<file path="config.mk">
export PLATFORM = sky130hd
export DESIGN_NAME = svm_seq_mac
export DESIGN_NICKNAME = d
export VERILOG_FILES = /design/src/rtl/svm_seq_mac.sv
export SDC_FILE = /design/constraint.sdc
export NUM_CORES = 1
export LEC_CHECK = 0
export BUFFER_PORTS_ARGS = -buffer_cell sky130_fd_sc_hd__buf_2
export CORE_MARGIN = 5
export CORE_UTILIZATION = 34
export DETAILED_ROUTE_END_ITERATION = 6
export GPL_TIMING_DRIVEN = 0
export PLACE_DENSITY = 0.5
export SLEW_MARGIN = 20
export SYNTH_ARGS = -nofsm -noshare
export SYNTH_HDL_FRONTEND = slang
export SYNTH_SLANG_ARGS = --single-unit
</file>
<file path="constraint.sdc">
create_clock -name clk -period 11.22 [get_ports clk]
set_input_delay 0 -clock clk [delete_from_list [all_inputs] [get_ports clk]]
set_output_delay 0 -clock clk [all_outputs]
set_load 0.01 [all_outputs]
</file>
<file path="src/rtl/svm_seq_mac.sv">
// Sequential SVM decision engine: one MAC per cycle over N_features, then a
// one-cycle result pulse, repeated for N_decisions pairwise decisions per sample.
module svm_seq_mac #(
  parameter int N_features  = 4,
  parameter int inputWidth  = 4,
  parameter int weightWidth = 8,
  parameter int biasWidth   = 12,
  parameter int N_decisions = 5
) (
  input  logic                              clk,
  input  logic                              rst,
  input  logic                              in_valid,
  input  logic [inputWidth*N_features-1:0]  features,
  input  logic [weightWidth*N_features-1:0] weight,
  input  logic [biasWidth-1:0]              bia,
  output logic                              busy,
  output logic                              svmready,
  output logic                              w_class
);

  localparam int accWidth = inputWidth + weightWidth + $clog2(N_features) + 2;
  localparam int IDXW     = (N_features > 1) ? $clog2(N_features) : 1;
  localparam int DECW     = $clog2(N_decisions + 1);

  typedef enum logic [1:0] {IDLE, MAC, DONE} state_t;

  state_t                              r_state;
  state_t                              w_next;
  logic [inputWidth*N_features-1:0]    r_feat;
  logic [IDXW-1:0]                     r_idx;
  logic [DECW-1:0]                     r_dec;
  logic signed [accWidth-1:0]          r_acc;
  logic                                r_class;

  logic [inputWidth-1:0]               w_feat;
  logic [weightWidth-1:0]              w_wsel;
  logic [accWidth-1:0]                 w_fext;
  logic [accWidth-1:0]                 w_wext;
  logic signed [accWidth-1:0]          w_prod;
  logic signed [accWidth-1:0]          w_acc_sum;
  logic signed [accWidth-1:0]          w_bias_ext;
  logic                                w_last;
  logic                                w_dec_done;

  // Operand selection and signed arithmetic at accumulator width.
  // Both operands are extended to accWidth before multiplying, so the low
  // accWidth bits of the product are the exact two's-complement result.
  always_comb begin
    w_feat     = r_feat[r_idx*inputWidth +: inputWidth];
    w_wsel     = weight[r_idx*weightWidth +: weightWidth];
    w_fext     = {{(accWidth-inputWidth){1'b0}}, w_feat};
    w_wext     = {{(accWidth-weightWidth){w_wsel[weightWidth-1]}}, w_wsel};
    w_prod     = w_fext * w_wext;
    w_acc_sum  = r_acc + w_prod;
    w_bias_ext = {{(accWidth-biasWidth){bia[biasWidth-1]}}, bia};
    w_last     = (r_idx == IDXW'(N_features - 1));
    w_dec_done = ((r_dec + 1'b1) == DECW'(N_decisions));
  end

  // State register.
  always_ff @(posedge clk) begin
    if (rst) r_state <= IDLE;
    else     r_state <= w_next;
  end

  // Next-state logic.
  always_comb begin
    w_next = r_state;
    case (r_state)
      IDLE:    if (in_valid) w_next = MAC;
      MAC:     if (w_last)   w_next = DONE;
      DONE:    w_next = w_dec_done ? IDLE : MAC;
      default: w_next = IDLE;
    endcase
  end

  // Datapath: feature latch, accumulator, index, decision counter, result.
  always_ff @(posedge clk) begin
    if (rst) begin
      r_feat  <= '0;
      r_idx   <= '0;
      r_acc   <= '0;
      r_dec   <= '0;
      r_class <= 1'b0;
    end else begin
      case (r_state)
        IDLE: begin
          if (in_valid) begin
            r_feat <= features;
            r_idx  <= '0;
            r_acc  <= w_bias_ext;
            r_dec  <= '0;
          end
        end
        MAC: begin
          r_acc <= w_acc_sum;
          r_idx <= r_idx + 1'b1;
          if (w_last) r_class <= ~w_acc_sum[accWidth-1];
        end
        DONE: begin
          r_dec <= r_dec + 1'b1;
          r_idx <= '0;
          r_acc <= w_bias_ext;
        end
        default: ;
      endcase
    end
  end

  // Status outputs decoded from the registered state.
  assign busy     = (r_state != IDLE);
  assign svmready = (r_state == DONE);
  assign w_class  = r_class;

endmodule

</file>
==> results.yml, run 1 <==
worst_setup_path:
  slowest_delay_ps: 620
  cp-end-kind: "flop"
  cp-startpoint: "r_idx[0]$_SDFFE_PP0P_"
  critPathKind: "reg -> reg"
  path_delay_family: "adder cells"
  critical_path_buf_inv_count: 4
  reg2reg_depth: 16
  crit_cells: 16
  crit_arrival_ps: 5590
  crit_fanout: 10
  r2r_start: "r_idx[0]$_SDFFE_PP0P_"
  crit_top_cell: "fa_1"
  crit_slowest_cell: "mux4_2"
  cp.required_ps: 11380
  crit_path_cell_trace: "clkbuf_1 > buf_2 > mux4_2 > and2_1 > fa_1 > inv_1 > fa_1 > fa_1 > inv_1 > ha_1 > a21o_1 > a2111oi_4 > o21ai_2 > a2111oi_4 > mux2i_1 > a21oi_2"
  setup.worst_path.start_class: "flop"
sta:
  fin_ws_ps: 5790
  slew_violations: 0
  tightestPinTransition_ps: 736
  setup_viol: 0
  fin_crit_sh_pct: 48.4
  fin_setup_tns_ps: 0
  finalCriticalPeriod_ps: 5430
  fmax_ghz: 0.184
  rsz0062_at_grt: "false"
  final-hold-violation-count: 0
  max_slew_margin_pct: 51.0
  clock_skew_ps: 8.31
grt:
  grt.overflow.total: 0
  grt_max_degree: 15
  grt_pass1_wl_um: 17600
  grt_usage_pct: 15.1
  grt_pass1_vias: 3591
  antenna_found_initial: 0
yosys:
  synth_nets: 600
  synth_seq_cells: 40
  synth.avg_cell_area_um2: 8.54
  ys_seq_area_share_pct: 20.0
  yosys_most_used_dff: "dfxtp_1"
  ys_async_sr_fraction_pct: 0
  synthAdderAreaFrac_pct: 28.0
  ys_warn_count: 0
  synth_edf_count: 0
  yosys.area_share.simple_pct: 15.6
  synthMuxAreaShare_pct: 7.77
  syn-instance-count: 468
  synth_compound_area_share_pct: 16.8
  synth_cell_types: 46
  synth_top_family_by_area: "adder cells"
  synthXorXnorAreaFrac_pct: 3.29
  synth_area_um2: 4000
route:
  drc: 0
  via_per_inst: 4.95
  vias: 3483
  ant_nets: 0
  routed_wl_um: 10400
  drt_iter0_drc: 128
  first_pass_iters: 4
  routedWlPerCell_um: 14.8
worst_hold_path:
  hp-start: "bia[3]"
  holdPathStages: 3
  min_path_type: "in -> reg"
clocking:
  root_buffer: "clkbuf_16"
  h-tree-depth: 2
  cts_buffers: 5
  clkTransAtPathRegs_ps: 70
  clock_sinks: 40
  cts_setup_buffers: 0
  cts_tree: "done"
  clock_path_buffers: 2
  clock_latency_ps: 280
placed_design:
  dp_hpwl_um: 8460
  placed_area_um2: 4500
  port_buffers: 65
  place_congestion: 0.818
  pre_cts_ws_ps: 5750
floorplan:
  num_rows: 39
  die_h_um: 118
  core_region_area_um2: 11500
  dieArea_um2: 14000
  start_util_pct: 34.8
  ios: 66
  die_w_um: 118
power_and_ir_drop:
  totalPowerFinal_w: 0.000574
  p_per_area_nw_per_um2: 118
  clkPwrFrac_pct: 29.0
  swShare_pct: 36.6
  p_switching_w: 0.000210
  p_seq_share_pct: 28.5
  p_leak_nw: 2.24
  p_int_w: 0.000364
  combPwrFrac_pct: 42.5
  max-vdd-ir-drop_v: 0.0000539
job:
  drv_cap: 0
finish:
  drive_gt1_share_pct: 16.4
  antenna_cells: 0
  layout.nets: 692
  fillers: 1162
  final_area_um2: 4870
  area_growth_pct: 21.9
  final_util_pct: 42.5
outcome:
  status: "completed"
[area by class of cell]
cell class / count / area, um^2 / share of cell area (%)
multi-input combinational: 337 / 2850 / 58.5
sequential: 40 / 801 / 16.4
timing repair buffer: 85 / 526 / 10.8
inverter: 72 / 270 / 5.55
tap: 143 / 179 / 3.67
clock buffer: 5 / 125 / 2.57
buffer: 19 / 72.6 / 1.49
clock inverter: 3 / 46.3 / 0.950
[worst paths after layout]
check / endpoint / slack [ps]
worst max-delay path: r_acc[14]$_SDFFE_PP0P_ / 5790
worst max register to register: r_acc[14]$_SDFFE_PP0P_ / 5790
worst min register to register: r_feat[8]$_SDFFE_PP0P_ / 460
worst min-delay path: r_acc[3]$_SDFFE_PP0P_ / 4
[logic make-up after synthesis]
logic type | Yosys count
mux | 16
buf+inv | 91
xor+xnor | 15
fa+ha+maj | 69
flops | 40
compound gates | 102
simple gates | 135
[power groups by stage]
stage | clock network [W] | logic, W | registers [W]
finish | 0.000166 | 0.000244 | 0.000164
global route | 0.000177 | 0.000281 | 0.000166
CTS | 0.000169 | 0.000247 | 0.000164
detailed placement | 0 | 0.000239 | 0.000167
global placement | 0 | 0.000236 | 0.000167
floorplan | 0 | 0.000182 | 0.000164
[flip-flops by register name, summed over array words and instances, names as in the netlist]
register,cells
r_acc,16
r_dec,3
r_idx,2
w_class,1
r_state,2
r_feat,16
[through the flow]
stage               hold slack, ps  cells
finish                        3.54    704
CTS                           3.11    704
global route                  17.0    704
floorplan                      103    468
detailed placement             247    676
global placement               242    676
[tightest hold or removal path, delay by kind of cell]
kind            cells  cell delay [ps]
buf+inv             1              100
compound gates      1               80
simple gates        1               50
[cells in the mapped netlist, types with 2 or more instances]
cell	count	area, um^2
nand2_1	62	233
o211ai_1	4	30.0
nor2_1	25	93.8
xnor2_1	12	105
inv_1	72	270
nor4_1	2	12.5
ha_1	35	438
nand3_1	2	10.0
a21boi_0	2	15.0
clkbuf_1	15	56.3
nand2b_1	4	25.0
a2111oi_4	2	55.1
a21o_1	2	15.0
xor2_1	3	26.3
buf_1	3	11.3
a21oi_1	50	250
o21ai_0	12	60.1
nor3_1	4	20.0
nor2b_1	4	25.0
fa_1	34	681
o21ai_2	2	17.5
o22ai_1	2	12.5
a311oi_1	7	61.3
dfxtp_1	40	801
o2111ai_1	2	17.5
mux4_2	12	270
mux2i_1	4	40.0
and2_1	29	181
a211oi_1	2	15.0
a31oi_1	3	18.8
[per-layer routing]
layer  vias to the layer above  global-route usage, %  share of wire, %
li1                       1742                      -                 -
met1                      1666                   21.4                50
met2                        71                   25.0                46
met3                         4                   2.48               4.1
met4                         0                   1.70              0.49
met5                         -                      0                 0
[timing repair]
item                      CTS  global route
hold endpoints to repair   20             0
gates resized for setup     0             0
hold buffers               20             0
[cells in the final DEF (no fill, tap or decap), types with 3 or more instances in the layout]
cell | synthesis | layout
fa_1 | 34 | 34
nand2b_1 | 4 | 4
mux4_2 | 12 | 12
a31oi_1 | 3 | 3
nor2_1 | 25 | 25
nor2b_1 | 4 | 4
a21oi_1 | 50 | 50
dlygate4sd3_1 | 0 | 20
buf_1 | 3 | 3
inv_1 | 72 | 72
clkbuf_1 | 15 | 15
o21ai_0 | 12 | 12
nand2_1 | 62 | 62
buf_2 | 1 | 66
nor3_1 | 4 | 4
dfxtp_1 | 40 | 40
ha_1 | 35 | 35
clkbuf_16 | 0 | 5
xnor2_1 | 12 | 12
o211ai_1 | 4 | 4
xor2_1 | 3 | 3
and2_1 | 29 | 29
a311oi_1 | 7 | 7
mux2i_1 | 4 | 4
Note: power is estimated with default switching activity, not from simulation.
==> run 2, diff against run 1 <==
- clock period: 11.22 -> 5.2 ns (I/O delays scaled with it)
==> run 2 against run 1 <==
  * The run now ends with hold timing left
  * Utilization increased by 0.15 points
  * Flip-flop and latch count did not move
  * Non-clock buffer count unchanged
  * Die area stayed put
  * Final cell count unchanged
  * Setup slack got worse by 5600 ps
  * Clock power is 120% higher
  * Sequential power rose by 120%
  * Clock-buffer cell count unchanged
  * Highest routed layer unchanged
  * Sequential share of layout area is 0.059 points lower
==> results.yml, run 2 (synthesis results as in run 1) <==
outcome:
  status: "finished, violations left"
  violations: "hold timing"
sta:
  fin_crit_sh_pct: 95.8
  fmax_ghz: 0.201
  slew_violations: 0
  rsz0062_at_grt: "false"
  fin_hold_ws_ps: -3.16
  setup_viol: 0
  clock_skew_ps: 7.85
  finalCriticalPeriod_ps: 4980
  tightestPinTransition_ps: 598
  final-hold-violation-count: 1
  max_slew_margin_pct: 60.0
route:
  via_per_inst: 4.96
  drt_iter0_drc: 132
  routedWlPerCell_um: 14.8
  ant_nets: 0
  drc: 0
  first_pass_iters: 4
  routed_wl_um: 10400
  vias: 3492
grt:
  grt_pass1_vias: 3591
  grt.overflow.total: 0
  grt_usage_pct: 15.1
  grt_max_degree: 15
  grt_pass1_wl_um: 17600
  antenna_found_initial: 0
power_and_ir_drop:
  p_seq_share_pct: 28.5
  p_leak_nw: 2.25
  swShare_pct: 36.5
  p_switching_w: 0.000453
  p_int_w: 0.000788
  totalPowerFinal_w: 0.00124
  combPwrFrac_pct: 42.6
  max-vdd-ir-drop_v: 0.000116
  p_per_area_nw_per_um2: 254
  clkPwrFrac_pct: 28.9
worst_setup_path:
  cp-end-kind: "flop"
  r2r_slack_ps: 220
  setup.worst_path.start_class: "flop"
  reg2reg_depth: 16
  crit_arrival_ps: 5140
  cp.required_ps: 5360
  critPathKind: "reg -> reg"
  crit_fanout: 10
floorplan:
  die_w_um: 118
  die_h_um: 118
  dieArea_um2: 14000
  num_rows: 39
  start_util_pct: 34.8
  core_region_area_um2: 11500
  ios: 66
placed_design:
  dp_cells: 676
  port_buffers: 65
  dp_hpwl_um: 8460
  place_congestion: 0.818
finish:
  layout.nets: 692
  antenna_cells: 0
  drive_gt1_share_pct: 17.1
  reg_top3: "r_acc (16), r_feat (16), r_dec (3)"
  fillers: 1159
  fin_cells: 704
  layout_commonest_cell: "inv_1"
  area_growth_pct: 22.4
  final_cell_mix: "inv_1, buf_2, nand2_1"
clocking:
  clock_latency_ps: 280
  cts_tree: "done"
  cts_buffers: 5
  root_buffer: "clkbuf_16"
  clock_sinks: 40
  clkTransAtPathRegs_ps: 70
  clock_path_buffers: 2
  h-tree-depth: 2
job:
  drv_cap: 0
worst_hold_path:
  holdPathStages: 3
  min_path_type: "in -> reg"
[run 2: final timing paths]
check                         start                endpoint
min                          bia[3]   r_acc[3]$_SDFFE_PP0P_
max           r_idx[0]$_SDFFE_PP0P_  r_acc[14]$_SDFFE_PP0P_
max reg2reg   r_idx[0]$_SDFFE_PP0P_  r_acc[14]$_SDFFE_PP0P_
min reg2reg  r_feat[8]$_SDFFE_PP0P_  r_feat[8]$_SDFFE_PP0P_
[run 2: area by class of cell]
cell class / count / area, um^2 / share of cell area (%)
Buffer: 19 / 87.6 / 1.79
Clock inverter: 3 / 46.3 / 0.947
Multi-Input combinational cell: 337 / 2850 / 58.4
Sequential cell: 40 / 801 / 16.4
Tap cell: 143 / 179 / 3.66
Inverter: 72 / 270 / 5.53
Timing Repair Buffer: 85 / 526 / 10.7
Clock buffer: 5 / 125 / 2.56
[run 2: power groups by stage]
stage	logic, W	registers, W	clock network, W
floorplan	0.000392	0.000353	0
global placement	0.000510	0.000360	0
detailed placement	0.000517	0.000361	0
CTS	0.000534	0.000354	0.000364
global route	0.000609	0.000357	0.000383
finish	0.000529	0.000353	0.000358
[run 2: critical path: stages (launching register included)]
cell       delay [ps]
dfxtp_1           350
buf_4             180
buf_8             170
mux4_2            580
and2_1            200
fa_1              490
inv_1              50
fa_1              480
fa_1              550
inv_1              40
ha_1              340
a21o_1            250
a2111oi_4         370
o21ai_2           140
a2111oi_4         310
mux2i_1           270
a21oi_2            80
[run 2: repair_timing]
| item | 4_1_cts | 5_1_grt |
|---|---|---|
| setup buffers | 0 | 0 |
| setup endpoints to repair | 7 | 7 |
| gates resized for setup | 3 | 7 |
| pin swaps | 0 | 1 |
| hold endpoints to repair | 20 | 0 |
| hold buffers | 20 | 0 |
[run 2: layer usage]
| metal | vias up | track usage [%] | wire [um] |
|---|---|---|---|
| li1 | 1742 | - | - |
| met1 | 1675 | 21.4 | 5140 |
| met2 | 71 | 25.0 | 4750 |
| met3 | 4 | 2.48 | 448 |
| met4 | 0 | 1.70 | 51 |
| met5 | - | 0 | 0 |
[run 2: per-stage QoR]
stage	util (%)	TNS, ps	setup slack (ps)	instance area, um^2
after floorplan	-	0	245	4000
after global placement	39.2	-577	-271	4500
after detailed placement	39.2	-787	-272	4500
after CTS	42.5	0	9.64	4880
after global routing	42.6	0	10.6	4890
final	42.6	0	220	4890
==> run 3, diff against run 2 <==
- CORE_MARGIN: 5 -> 2
==> run 3 against run 2 <==
  * The run still ends with hold timing left
  * Flip-flop and latch count stayed put
  * First-iteration DRC count is 7.6% higher
  * Final cell count increased by 0.14%
  * Setup slack improved by 93 ps
  * Power grew 0.56%
  * Register-to-register slack improved by 90 ps
  * Cell area increased by 0.31%
  * Die area decreased by 9.9%
  * Maximum frequency up 1.9%
  * Critical endpoint unchanged
  * Largest cell class unchanged
==> results.yml, run 3 (synthesis results as in run 1) <==
finish:
  final_util_pct: 42.8
  final_cell_mix: "inv_1, buf_2, nand2_1"
  layout.nets: 693
  reg_top3: "r_acc (16), r_feat (16), r_dec (3)"
  final_area_um2: 4900
  drive_gt1_share_pct: 17.4
  layout_commonest_cell: "inv_1"
  antenna_cells: 0
  area_growth_pct: 22.7
clocking:
  cts_tree: "done"
  cts_buffers: 5
  clock_path_buffers: 2
  clock_sinks: 40
  clkTransAtPathRegs_ps: 60
  clock_latency_ps: 290
  root_buffer: "clkbuf_16"
  h-tree-depth: 2
floorplan:
  core_region_area_um2: 11500
  ios: 66
  die_h_um: 112
  die_w_um: 112
  start_util_pct: 34.8
  num_rows: 39
  dieArea_um2: 12600
placed_design:
  port_buffers: 65
  placed_area_um2: 4500
  place_congestion: 0.781
  dp_hpwl_um: 8380
  pre_cts_ws_ps: -311
sta:
  fin_crit_sh_pct: 94.0
  tightestPinTransition_ps: 627
  fmax_ghz: 0.205
  setup_viol: 0
  final-hold-violation-count: 1
  rsz0062_at_grt: "false"
  fin_setup_tns_ps: 0
  clock_skew_ps: 5.68
  fin_ws_ps: 313
  finalCriticalPeriod_ps: 4890
  slew_violations: 0
  max_slew_margin_pct: 58.2
  fin_hold_ws_ps: -0.750
worst_setup_path:
  cp-end-kind: "flop"
  path_delay_family: "adder cells"
  cp.required_ps: 5360
  critical_path_buf_inv_count: 4
  crit_top_cell: "fa_1"
  reg2reg_depth: 16
  critPathKind: "reg -> reg"
  slowest_delay_ps: 560
  crit_fanout: 10
  rr_endpoint: "r_acc[14]$_SDFFE_PP0P_"
  setup.worst_path.start_class: "flop"
  crit_slowest_cell: "mux4_2"
  crit_path_cell_trace: "buf_6 > buf_8 > mux4_2 > and2_1 > fa_1 > inv_1 > fa_1 > fa_1 > inv_1 > ha_1 > a21o_1 > a2111oi_4 > o21ai_2 > a2111oi_4 > mux2i_2 > a21oi_2"
  r2r_start: "r_idx[0]$_SDFFE_PP0P_"
  r2r_slack_ps: 310
  crit_arrival_ps: 5050
route:
  routed_wl_um: 10400
  drt_iter0_drc: 142
  first_pass_iters: 4
  ant_nets: 0
  drc: 0
  vias: 3469
  via_per_inst: 4.92
  routedWlPerCell_um: 14.7
outcome:
  status: "finished, violations left"
  violations: "hold timing"
power_and_ir_drop:
  max-vdd-ir-drop_v: 0.000176
  p_per_area_nw_per_um2: 254
  p_leak_nw: 2.25
grt:
  grt.overflow.total: 0
  grt_pass1_wl_um: 17600
  grt_max_degree: 15
  grt_usage_pct: 17.2
  grt_pass1_vias: 3561
  antenna_found_initial: 0
worst_hold_path:
  hold_end: "r_acc[3]$_SDFFE_PP0P_"
  hp-start: "bia[3]"
  min_path_type: "in -> reg"
  holdPathStages: 3
job:
  drv_cap: 0
run 3: per-stage QoR:
| step | total power [W] | hold slack [ps] | std cells |
|---|---|---|---|
| 3_3_place_gp | 0.000870 | 242 | 676 |
| 2_1_floorplan | 0.000746 | 103 | 468 |
| 5_1_grt | 0.00135 | 11.2 | 705 |
| 4_1_cts | 0.00126 | 0.583 | 704 |
| 6_report | 0.00125 | -0.750 | 705 |
| 3_5_place_dp | 0.000878 | 247 | 676 |
run 3: worst max path at each step:
stage,slack (ps),end,cells after the start,startpoint
2_1_floorplan,250,r_acc[14]$_SDFFE_PP0P_,16,r_idx[0]$_SDFFE_PP0P_
3_3_place_gp,-270,r_acc[14]$_SDFFE_PP0P_,16,r_idx[0]$_SDFFE_PP0P_
3_5_place_dp,-310,r_acc[14]$_SDFFE_PP0P_,16,r_idx[0]$_SDFFE_PP0P_
4_1_cts,30,r_acc[14]$_SDFFE_PP0P_,16,r_idx[0]$_SDFFE_PP0P_
5_1_grt,20,w_class$_SDFFE_PP0P_,16,r_idx[0]$_SDFFE_PP0P_
6_report,310,r_acc[14]$_SDFFE_PP0P_,16,r_idx[0]$_SDFFE_PP0P_
run 3: cell type report:
class | count | area, um^2
clock inverter | 3 | 46.3
fill | 1188 | 6560
sequential | 40 | 801
inverter | 72 | 270
tap | 143 | 179
buffer | 19 | 91.3
timing repair buffer | 86 | 533
multi-input combinational | 337 | 2860
clock buffer | 5 | 125
run 3: layer usage:
layer	GRT usage, %	wire length, um	vias to the layer above
met4	3.09	89	0
met5	0	0	-
met3	2.32	387	11
met2	28.3	4780	68
met1	24.6	5140	1648
li1	-	-	1742
run 3: timing repair:
item,CTS,global route
endpoints found under the setup margin,7,7
gates resized for setup,4,8
hold buffers,20,0
cloned,0,0
buffers inserted,0,1
endpoints found under the hold margin,20,0
pin swaps,0,3
run 3: worst reg2reg max path, delay by kind of cell (launching register included):
kind	cells	cell delay, ps
AOI/OAI and AO/OA	5	1050
adders and majority gates	4	1870
buffers and inverters	4	420
DFF	1	360
muxes	2	880
and+or+nand+nor	1	200
run 3: report_power, final:
group / leakage (nW) / switching (W) / internal (W)
Sequential: 0.329 / 0.0000209 / 0.000333
Combinational: 1.84 / 0.000305 / 0.000229
Clock: 0.0804 / 0.000132 / 0.000228
Total: 2.25 / 0.000458 / 0.000790
